`src/rtl/seg_scan_display_if.sv`:
```
// -----------------------------------------------------------------------------
// seg_scan_display_if
//   Valid/ready input channel carrying one unsigned value to the display
//   controller.
//   Signals:
//     in_valid  master -> slave  in_data holds a value to display
//     in_data   master -> slave  unsigned value, DATA_W bits
//     in_ready  slave  -> master controller is idle and takes the value
//   Modports:
//     master  value producer (CPU output register side)
//     slave   display controller side
// -----------------------------------------------------------------------------
interface seg_scan_display_if #(
   parameter int DATA_W = 8
);
   logic              in_valid;
   logic [DATA_W-1:0] in_data;
   logic              in_ready;

   modport master (output in_valid, output in_data, input  in_ready);
   modport slave  (input  in_valid, input  in_data, output in_ready);
endinterface

```
`src/rtl/seg_scan_display.sv`:
```
// -----------------------------------------------------------------------------
// seg_scan_display
//   Multi-digit 7-segment display controller. Takes a binary value over a
//   valid/ready channel, converts it to BCD one bit per clock (double dabble),
//   and scans DIGITS digits most-significant first. Each digit slot opens with
//   BLANK_CYCLES of all-off to stop ghosting. Leading zeros may be blanked, and
//   a value that does not fit in DIGITS decimal digits shows dashes and raises
//   o_overflow.
//   Ports:
//     i_clk       system clock
//     i_reset     synchronous, active-high reset
//     s_in        input channel (in_valid, in_data, in_ready), slave side
//     o_seg       segments {A,B,C,D,E,F,G}, bit6 = A, active-high
//     o_dig_en    digit enables, bit0 = ones digit, polarity per EN_ACTIVE_LOW
//     o_overflow  displayed value >= 10**DIGITS
// -----------------------------------------------------------------------------
module seg_scan_display #(
   parameter int DATA_W        = 8,
   parameter int DIGITS        = 3,
   parameter int SCAN_DIV      = 1024,
   parameter int BLANK_CYCLES  = 16,
   parameter int EN_ACTIVE_LOW = 1,
   parameter int LZ_SUPPRESS   = 1
) (
   input  logic              i_clk,
   input  logic              i_reset,
   seg_scan_display_if.slave s_in,
   output logic [6:0]        o_seg,
   output logic [DIGITS-1:0] o_dig_en,
   output logic              o_overflow
);

   localparam int BCD_W  = 4 * DIGITS;
   localparam int BIT_W  = (DATA_W > 1) ? $clog2(DATA_W) : 1;
   localparam int CNT_W  = (SCAN_DIV > 1) ? $clog2(SCAN_DIV) : 1;
   localparam int SLOT_W = (DIGITS > 1) ? $clog2(DIGITS) : 1;

   localparam logic [BIT_W-1:0]  LP_BIT_LAST  = BIT_W'(DATA_W - 1);
   localparam logic [CNT_W-1:0]  LP_CNT_LAST  = CNT_W'(SCAN_DIV - 1);
   localparam logic [CNT_W-1:0]  LP_BLANK     = CNT_W'(BLANK_CYCLES);
   localparam logic [SLOT_W-1:0] LP_SLOT_TOP  = SLOT_W'(DIGITS - 1);
   localparam logic [DIGITS-1:0] LP_EN_OFF    = (EN_ACTIVE_LOW != 0) ? '1 : '0;
   localparam logic [6:0]        LP_SEG_DASH  = 7'b0000001;

   typedef enum logic [1:0] {
      S_IDLE,
      S_CONV,
      S_COMMIT
   } state_t;

   state_t             r_state;
   state_t             w_next_state;
   logic               w_ready;

   logic [DATA_W-1:0]  r_shift;
   logic [BCD_W-1:0]   r_bcd;
   logic [BCD_W-1:0]   w_bcd_adj;
   logic               r_ovf_pend;
   logic [BIT_W-1:0]   r_bit_cnt;
   logic [BCD_W-1:0]   r_disp_bcd;
   logic               r_overflow;

   logic [CNT_W-1:0]   r_scan_cnt;
   logic [SLOT_W-1:0]  r_slot;
   logic [DIGITS-1:0]  w_lead_zero;
   logic [DIGITS-1:0]  w_onehot;
   logic [3:0]         w_nib;
   logic               w_lz_blank;
   logic [6:0]         w_pattern;

   function automatic logic [6:0] f_decode(input logic [3:0] nib);
      case (nib)
         4'd0:    f_decode = 7'b1111110;
         4'd1:    f_decode = 7'b0110000;
         4'd2:    f_decode = 7'b1101101;
         4'd3:    f_decode = 7'b1111001;
         4'd4:    f_decode = 7'b0110011;
         4'd5:    f_decode = 7'b1011011;
         4'd6:    f_decode = 7'b1011111;
         4'd7:    f_decode = 7'b1110000;
         4'd8:    f_decode = 7'b1111111;
         4'd9:    f_decode = 7'b1110011;
         // Unreachable after a correct conversion; leave the digit dark.
         default: f_decode = 7'b0000000;
      endcase
   endfunction

   // ---------------------------------------------------------------- FSM --
   // NOTE: reset is synchronous, so it is tested inside the clocked branch
   // and is absent from the sensitivity list.
   always_ff @(posedge i_clk) begin
      if (i_reset) r_state <= S_IDLE;
      else         r_state <= w_next_state;
   end

   // NOTE: every output of this block gets a default first so no path
   // leaves it unassigned, which would infer a latch.
   always_comb begin
      w_next_state = r_state;
      w_ready      = 1'b0;
      case (r_state)
         S_IDLE: begin
            w_ready = 1'b1;
            if (s_in.in_valid) w_next_state = S_CONV;
         end
         S_CONV: begin
            if (r_bit_cnt == LP_BIT_LAST) w_next_state = S_COMMIT;
         end
         S_COMMIT: w_next_state = S_IDLE;
         default:  w_next_state = S_IDLE;
      endcase
   end

   assign s_in.in_ready = w_ready;

   // ------------------------------------------------------ double dabble --
   always_comb begin
      w_bcd_adj = r_bcd;
      for (int i = 0; i < DIGITS; i++) begin
         if (r_bcd[i*4 +: 4] > 4'd4) w_bcd_adj[i*4 +: 4] = r_bcd[i*4 +: 4] + 4'd3;
      end
   end

   // NOTE: sequential state uses non-blocking assignments so every register
   // samples pre-edge values regardless of statement order.
   always_ff @(posedge i_clk) begin
      if (i_reset) begin
         r_shift    <= '0;
         r_bcd      <= '0;
         r_ovf_pend <= 1'b0;
         r_bit_cnt  <= '0;
         r_disp_bcd <= '0;
         r_overflow <= 1'b0;
      end else begin
         case (r_state)
            S_IDLE: begin
               if (s_in.in_valid) begin
                  r_shift    <= s_in.in_data;
                  r_bcd      <= '0;
                  r_ovf_pend <= 1'b0;
                  r_bit_cnt  <= '0;
               end
            end
            S_CONV: begin
               r_shift    <= r_shift << 1;
               r_bcd      <= {w_bcd_adj[BCD_W-2:0], r_shift[DATA_W-1]};
               // The bit leaving the top belongs to a digit we cannot show.
               r_ovf_pend <= r_ovf_pend | w_bcd_adj[BCD_W-1];
               r_bit_cnt  <= r_bit_cnt + BIT_W'(1);
            end
            S_COMMIT: begin
               r_disp_bcd <= r_bcd;
               r_overflow <= r_ovf_pend;
            end
            default: ;
         endcase
      end
   end

   assign o_overflow = r_overflow;

   // --------------------------------------------------------------- scan --
   // Free-running slot timer; the FSM never restarts it.
   always_ff @(posedge i_clk) begin
      if (i_reset) begin
         r_scan_cnt <= '0;
         r_slot     <= LP_SLOT_TOP;
      end else if (r_scan_cnt == LP_CNT_LAST) begin
         r_scan_cnt <= '0;
         r_slot     <= (r_slot == '0) ? LP_SLOT_TOP : r_slot - SLOT_W'(1);
      end else begin
         r_scan_cnt <= r_scan_cnt + CNT_W'(1);
      end
   end

   // w_lead_zero[i]: digit i and everything above it are zero.
   always_comb begin
      w_lead_zero = '0;
      w_lead_zero[DIGITS-1] = (r_disp_bcd[BCD_W-1 -: 4] == 4'd0);
      for (int i = DIGITS - 2; i >= 0; i--) begin
         w_lead_zero[i] = w_lead_zero[i+1] && (r_disp_bcd[i*4 +: 4] == 4'd0);
      end
   end

   assign w_nib      = r_disp_bcd[r_slot*4 +: 4];
   // Digit 0 is never suppressed so a zero value still shows "0".
   assign w_lz_blank = (LZ_SUPPRESS != 0) && (r_slot != '0) && w_lead_zero[r_slot];
   assign w_onehot   = DIGITS'(1) << r_slot;

   always_comb begin
      w_pattern = f_decode(w_nib);
      if (r_overflow)      w_pattern = LP_SEG_DASH;
      else if (w_lz_blank) w_pattern = 7'b0000000;
   end

   always_ff @(posedge i_clk) begin
      if (i_reset) begin
         o_seg    <= 7'b0000000;
         o_dig_en <= LP_EN_OFF;
      end else if (r_scan_cnt < LP_BLANK) begin
         o_seg    <= 7'b0000000;
         o_dig_en <= LP_EN_OFF;
      end else begin
         o_seg    <= w_pattern;
         o_dig_en <= LP_EN_OFF ^ w_onehot;
      end
   end

endmodule

```
`src/flat_wrapper.sv`:
```
// flat-port wrapper written by rule: the top's interface ports become plain ports
module seg_scan_display_flat 
#(
   parameter int DATA_W        = 8,
   parameter int DIGITS        = 3,
   parameter int SCAN_DIV      = 1024,
   parameter int BLANK_CYCLES  = 16,
   parameter int EN_ACTIVE_LOW = 1,
   parameter int LZ_SUPPRESS   = 1
)
  (i_clk, i_reset, o_seg, o_dig_en, o_overflow, s_in_in_valid, s_in_in_data, s_in_in_ready);
  seg_scan_display_if #(.DATA_W(DATA_W)) s_in_i ();
  input  logic i_clk;
  input  logic i_reset;
  output logic [6:0] o_seg;
  output logic [DIGITS-1:0] o_dig_en;
  output logic o_overflow;
  input wire logic [$bits(s_in_i.in_valid)-1:0] s_in_in_valid;
  input wire logic [$bits(s_in_i.in_data)-1:0] s_in_in_data;
  output wire logic [$bits(s_in_i.in_ready)-1:0] s_in_in_ready;
  assign s_in_i.in_valid = s_in_in_valid;
  assign s_in_i.in_data = s_in_in_data;
  assign s_in_in_ready = s_in_i.in_ready;
  seg_scan_display #(.DATA_W(DATA_W), .DIGITS(DIGITS), .SCAN_DIV(SCAN_DIV), .BLANK_CYCLES(BLANK_CYCLES), .EN_ACTIVE_LOW(EN_ACTIVE_LOW), .LZ_SUPPRESS(LZ_SUPPRESS)) u_core (.i_clk(i_clk), .i_reset(i_reset), .s_in(s_in_i), .o_seg(o_seg), .o_dig_en(o_dig_en), .o_overflow(o_overflow));
endmodule
```
`config.mk`:
```
export PLATFORM = sky130hd
export DESIGN_NAME = seg_scan_display_flat
export DESIGN_NICKNAME = d
export VERILOG_FILES = /design/src/rtl/seg_scan_display_if.sv /design/src/rtl/seg_scan_display.sv /design/src/flat_wrapper.sv
export SDC_FILE = /design/constraint.sdc
export NUM_CORES = 1
export LEC_CHECK = 0
export ABC_AREA = 1
export BUFFER_PORTS_ARGS = -buffer_cell sky130_fd_sc_hd__buf_2
export CORE_ASPECT_RATIO = 0.5
export CORE_MARGIN = 2
export CORE_UTILIZATION = 52
export DETAILED_ROUTE_END_ITERATION = 10
export PLACE_DENSITY = 0.76
export SLEW_MARGIN = 20
export SYNTH_ARGS = -nofsm -noshare
export SYNTH_HDL_FRONTEND = slang
export SYNTH_SLANG_ARGS = --single-unit
```
`constraint.sdc`:
```
create_clock -name i_clk -period 2.4 [get_ports i_clk]
set_clock_uncertainty 0.2 [all_clocks]
set_input_delay 0.12 -clock i_clk [delete_from_list [all_inputs] [get_ports i_clk]]
set_output_delay 0.12 -clock i_clk [all_outputs]
set_load 0.005 [all_outputs]
```
==> summary.txt <==
OUTCOME
----------------------------------------------------------------------------------
Result of the run                                                     finished clean

LAYOUT
----------------------------------------------------------------------------------
Fin cells                                                                      501
Ratio of cells with drive above 1 in the final layout                       14.72%
Area growth from synthesis to layout                                        15.66%
Fin nets                                                                       450
Antenna Cells                                                                    0

DIE
----------------------------------------------------------------------------------
Die Footprint                                                           6146 sq um
Number of ports placed on the die boundary                                      23
Overall die height                                                    56.45 microns
Initial core utilization                                                    53.00%
Standard cell core area                                                 5396 sq um
Die width                                                             108.9 microns
Cell row count                                                                  19

SYNTH
----------------------------------------------------------------------------------
Total of warnings raised by yosys                                                0
Syn Nets                                                                       413
Top flip-flop cell by instance count after synthesis                  sky130_fd_sc_hd__dfxtp_1
EDFF count, synth                                                                0
Post-synthesis compound-gate area fraction                                  18.85%
Cell with the most instances after synthesis                          sky130_fd_sc_hd__nand2_1
Proportion of netlist area held by the largest area contributor             42.69%
Post-Syn Area                                                           2860 sq um
Post-synthesis cell type with the largest combined area               sky130_fd_sc_hd__dfxtp_1
Most area-consuming cells after synthesis                             sky130_fd_sc_hd__dfxtp_1 43%, sky130_fd_sc_hd__nand2_1 11%, sky130_fd_sc_hd__a21oi_1 11%, sky130_fd_sc_hd__ha_1 7.0%, sky130_fd_sc_hd__o21ai_0 5.6%
Mux share of post-synthesis cell area                                           0%
Average cell area after synthesis                                      7.410 sq um
Share of synthesized flip-flops with an asynchronous set or reset               0%
Simple-Gate Fraction of Synth Area                                          22.97%
Distinct cell type count after synthesis                                        33
Number of register bits inferred by synthesis                                   61
Synth Area in Adders                                                        6.999%
Syn Inst Count                                                                 386
Dominant combinational cell family by area after synthesis            simple AND/OR/NAND/NOR gates
Ranking of synthesized cells by instance count                        84 x sky130_fd_sc_hd__nand2_1, 61 x sky130_fd_sc_hd__a21oi_1, 61 x sky130_fd_sc_hd__dfxtp_1
Sequential-to-total area share from yosys stat                              42.69%
Post-Synth XOR/XNOR Area                                                   0.6124%

STA
----------------------------------------------------------------------------------
Final setup viols                                                                0
Normalized max-slew margin                                                  69.41%
Transition time at the pin with the least slew margin                    0.4588 ns
Pins over their slew limit                                                       0
Setup repair after global routing missed its margin                             no
Fin Setup TNS                                                                 0 ns
Max Clock Freq                                                           454.8 MHz
Fin worst setup slack                                                    0.2011 ns
Final hold violation count                                                       0
Final Critical Period                                                     2.199 ns
Post-route clock period utilization                                         91.62%

POWER AND IR DROP
----------------------------------------------------------------------------------
Overall Power                                                              1884 uW
Worst voltage drop across the vdd grid                                 0.0003773 V
Leakage power summed over all cells                                    0.001436 uW
Power per unit of standard cell area                                  569.5 nW/um^2

CLOCKING
----------------------------------------------------------------------------------
Reg clk slew, reported paths                                               0.06 ns
# Post-CTS Setup Buffers                                                         0
Number of H-tree branching levels                                                3
Hold-fix buffers at CTS                                                         11
Clock latency of the later-clocked register in the worst-skew pair         0.33 ns
Number of gates given a new drive strength after cts                             0
Root Driver                                                           sky130_fd_sc_hd__clkbuf_8
TritonCTS clock tree                                                          done
Number of buffers created by CTS                                                 9
Sinks on Clock Net                                                              61
Number of buffers between clock root and the deepest sink                        2

GRT
----------------------------------------------------------------------------------
Initial antenna violation count                                                  0
Number of global-route vias before repair                                    2,340
Pin count of the biggest net entering global routing                            27
Global router's overall resource usage                                      20.68%
Total gr overflow                                                                0
Wire length of the first global-routing pass                              9.867 mm

PLACED DESIGN
----------------------------------------------------------------------------------
Estimated wirelength of the detail-placed design                          3.997 mm
Number of placed instances, taps included                                      474
Pre-CTS setup slack                                                      0.2859 ns
Number of input and output port buffers inserted                                22
Global placer's final weighted congestion                                   0.8176

ROUTING
----------------------------------------------------------------------------------
Wirelength, routed                                                        5.743 mm
Ratio of routed vias to standard cells                                       5.038
Initial DRT Pass Iterations                                                      5
Vias after detailed routing                                                  2,524
Remaining number of nets flagged by the antenna check after routing              0
DRC Markers                                                                      0
DR iter-0 viols                                                                115
Wire per inst                                                         11.46 microns

SETUP PATH
----------------------------------------------------------------------------------
Critical Path Source Type                                                 register
Family with the most delay on the worst path                          compound AO/OA/AOI/OAI gates
Number of buffers and inverters on the critical path                             3
CP cell instances                                                     inv_4 > nand2_4 > inv_2 > a32oi_1 > inv_1 > ha_1 > o21ai_0 > a21oi_1 > nor2_1
Worst EP required                                                          2.47 ns
Worst-path fanout max                                                            9
Arrival @ worst endpoint                                                   2.27 ns
Worst-case register-to-register setup slack                                0.20 ns
Worst Path Class, Setup                                               register to register
Slowest Stage Delay on Critical Path                                       0.49 ns
Worst setup EP type                                                       register
Startpoint of the most critical register-to-register path             u_core.r_slot[0]
Slowest CP cell                                                       sky130_fd_sc_hd__dfxtp_1
Beginning of the critical path                                        u_core.r_slot[0]

HOLD PATH
----------------------------------------------------------------------------------
Classification of the worst-slack hold path                           register to register
Hold Path Origin                                                      u_core.r_scan_cnt[0]

RUN
----------------------------------------------------------------------------------
Number of max-cap violations                                                     0

[path summary, 6_finish.rpt]
path / endpoint / depth (start not counted)
worst max-delay path: u_core.o_seg[3] / 9
worst min-delay path: u_core.r_scan_cnt[0] / 1
worst max register to register: u_core.o_seg[3] / 9
worst min register to register: u_core.r_scan_cnt[0] / 1
[cell type report]
class	instances	area, sq um
Inverter	44	167.7
Sequential cell	61	1221
Multi-Input combinational cell	269	1418
Timing Repair Buffer	38	257.7
Clock inverter	2	10.01
Fill cell	482	2088
Clock buffer	14	142.6
Tap cell	73	91.34
[stage by stage]
stage          hold WS [ns]  instance area [sq um]  util (%)
6_report             0.2528                   3308     61.30
5_1_grt              0.2649                   3308     61.30
4_1_cts              0.2533                   3308     61.30
3_5_place_dp         0.2033                   3045     56.43
3_3_place_gp         0.1931                   3045     56.43
2_1_floorplan       0.08437                   2860         -
[state kept, by name, summed over array words and instances (netlist names)]
| signal | cells |
|---|---|
| u_core.r_shift | 8 |
| u_core.o_seg | 7 |
| u_core.r_bit_cnt | 3 |
| u_core.r_slot | 2 |
| u_core.r_disp_bcd | 12 |
| u_core.r_state | 2 |
| u_core.r_scan_cnt | 10 |
| u_core.o_dig_en | 3 |
| u_core.r_bcd | 12 |
| u_core.o_overflow | 1 |
| u_core.r_ovf_pend | 1 |
[cell families after synthesis]
kind of cell / after synthesis
and+or+nand+nor: 149
adders and majority gates: 16
buffers and inverters: 56
AOI/OAI and AO/OA: 102
DFF: 61
xor gates and xnor gates: 2
[power by group]
part / internal [uW] / total (uW) / switching (uW)
Sequential: 1030 / 1040 / 11.3
Clock: 373 / 738 / 365
Combinational: 44.9 / 105 / 60.5
Total: 1450 / 1880 / 436
[metal layers]
| metal | track usage [%] | vias to the layer above | wire, microns |
|---|---|---|---|
| li1 | - | 1329 | - |
| met1 | 25.25 | 1139 | 2757 |
| met2 | 33.27 | 48 | 2633 |
| met3 | 7.898 | 8 | 284 |
| met4 | 7.509 | 0 | 68 |
| met5 | 0 | - | 0 |
[layout by cell type (no fill, tap or decap), drive strengths merged, types with 2 or more instances in the layout]
| master | n |
|---|---|
| dfxtp | 61 |
| nor2 | 30 |
| nor3 | 4 |
| nor3b | 3 |
| clkinv | 3 |
| buf | 27 |
| clkbuf | 14 |
| dlygate4sd3 | 11 |
| inv | 43 |
| ha | 16 |
| or2 | 4 |
| o21ai | 35 |
| xor2 | 2 |
| nand2 | 93 |
| nand3 | 13 |
| a21oi | 63 |
Note: power is estimated with default switching activity, not from simulation.
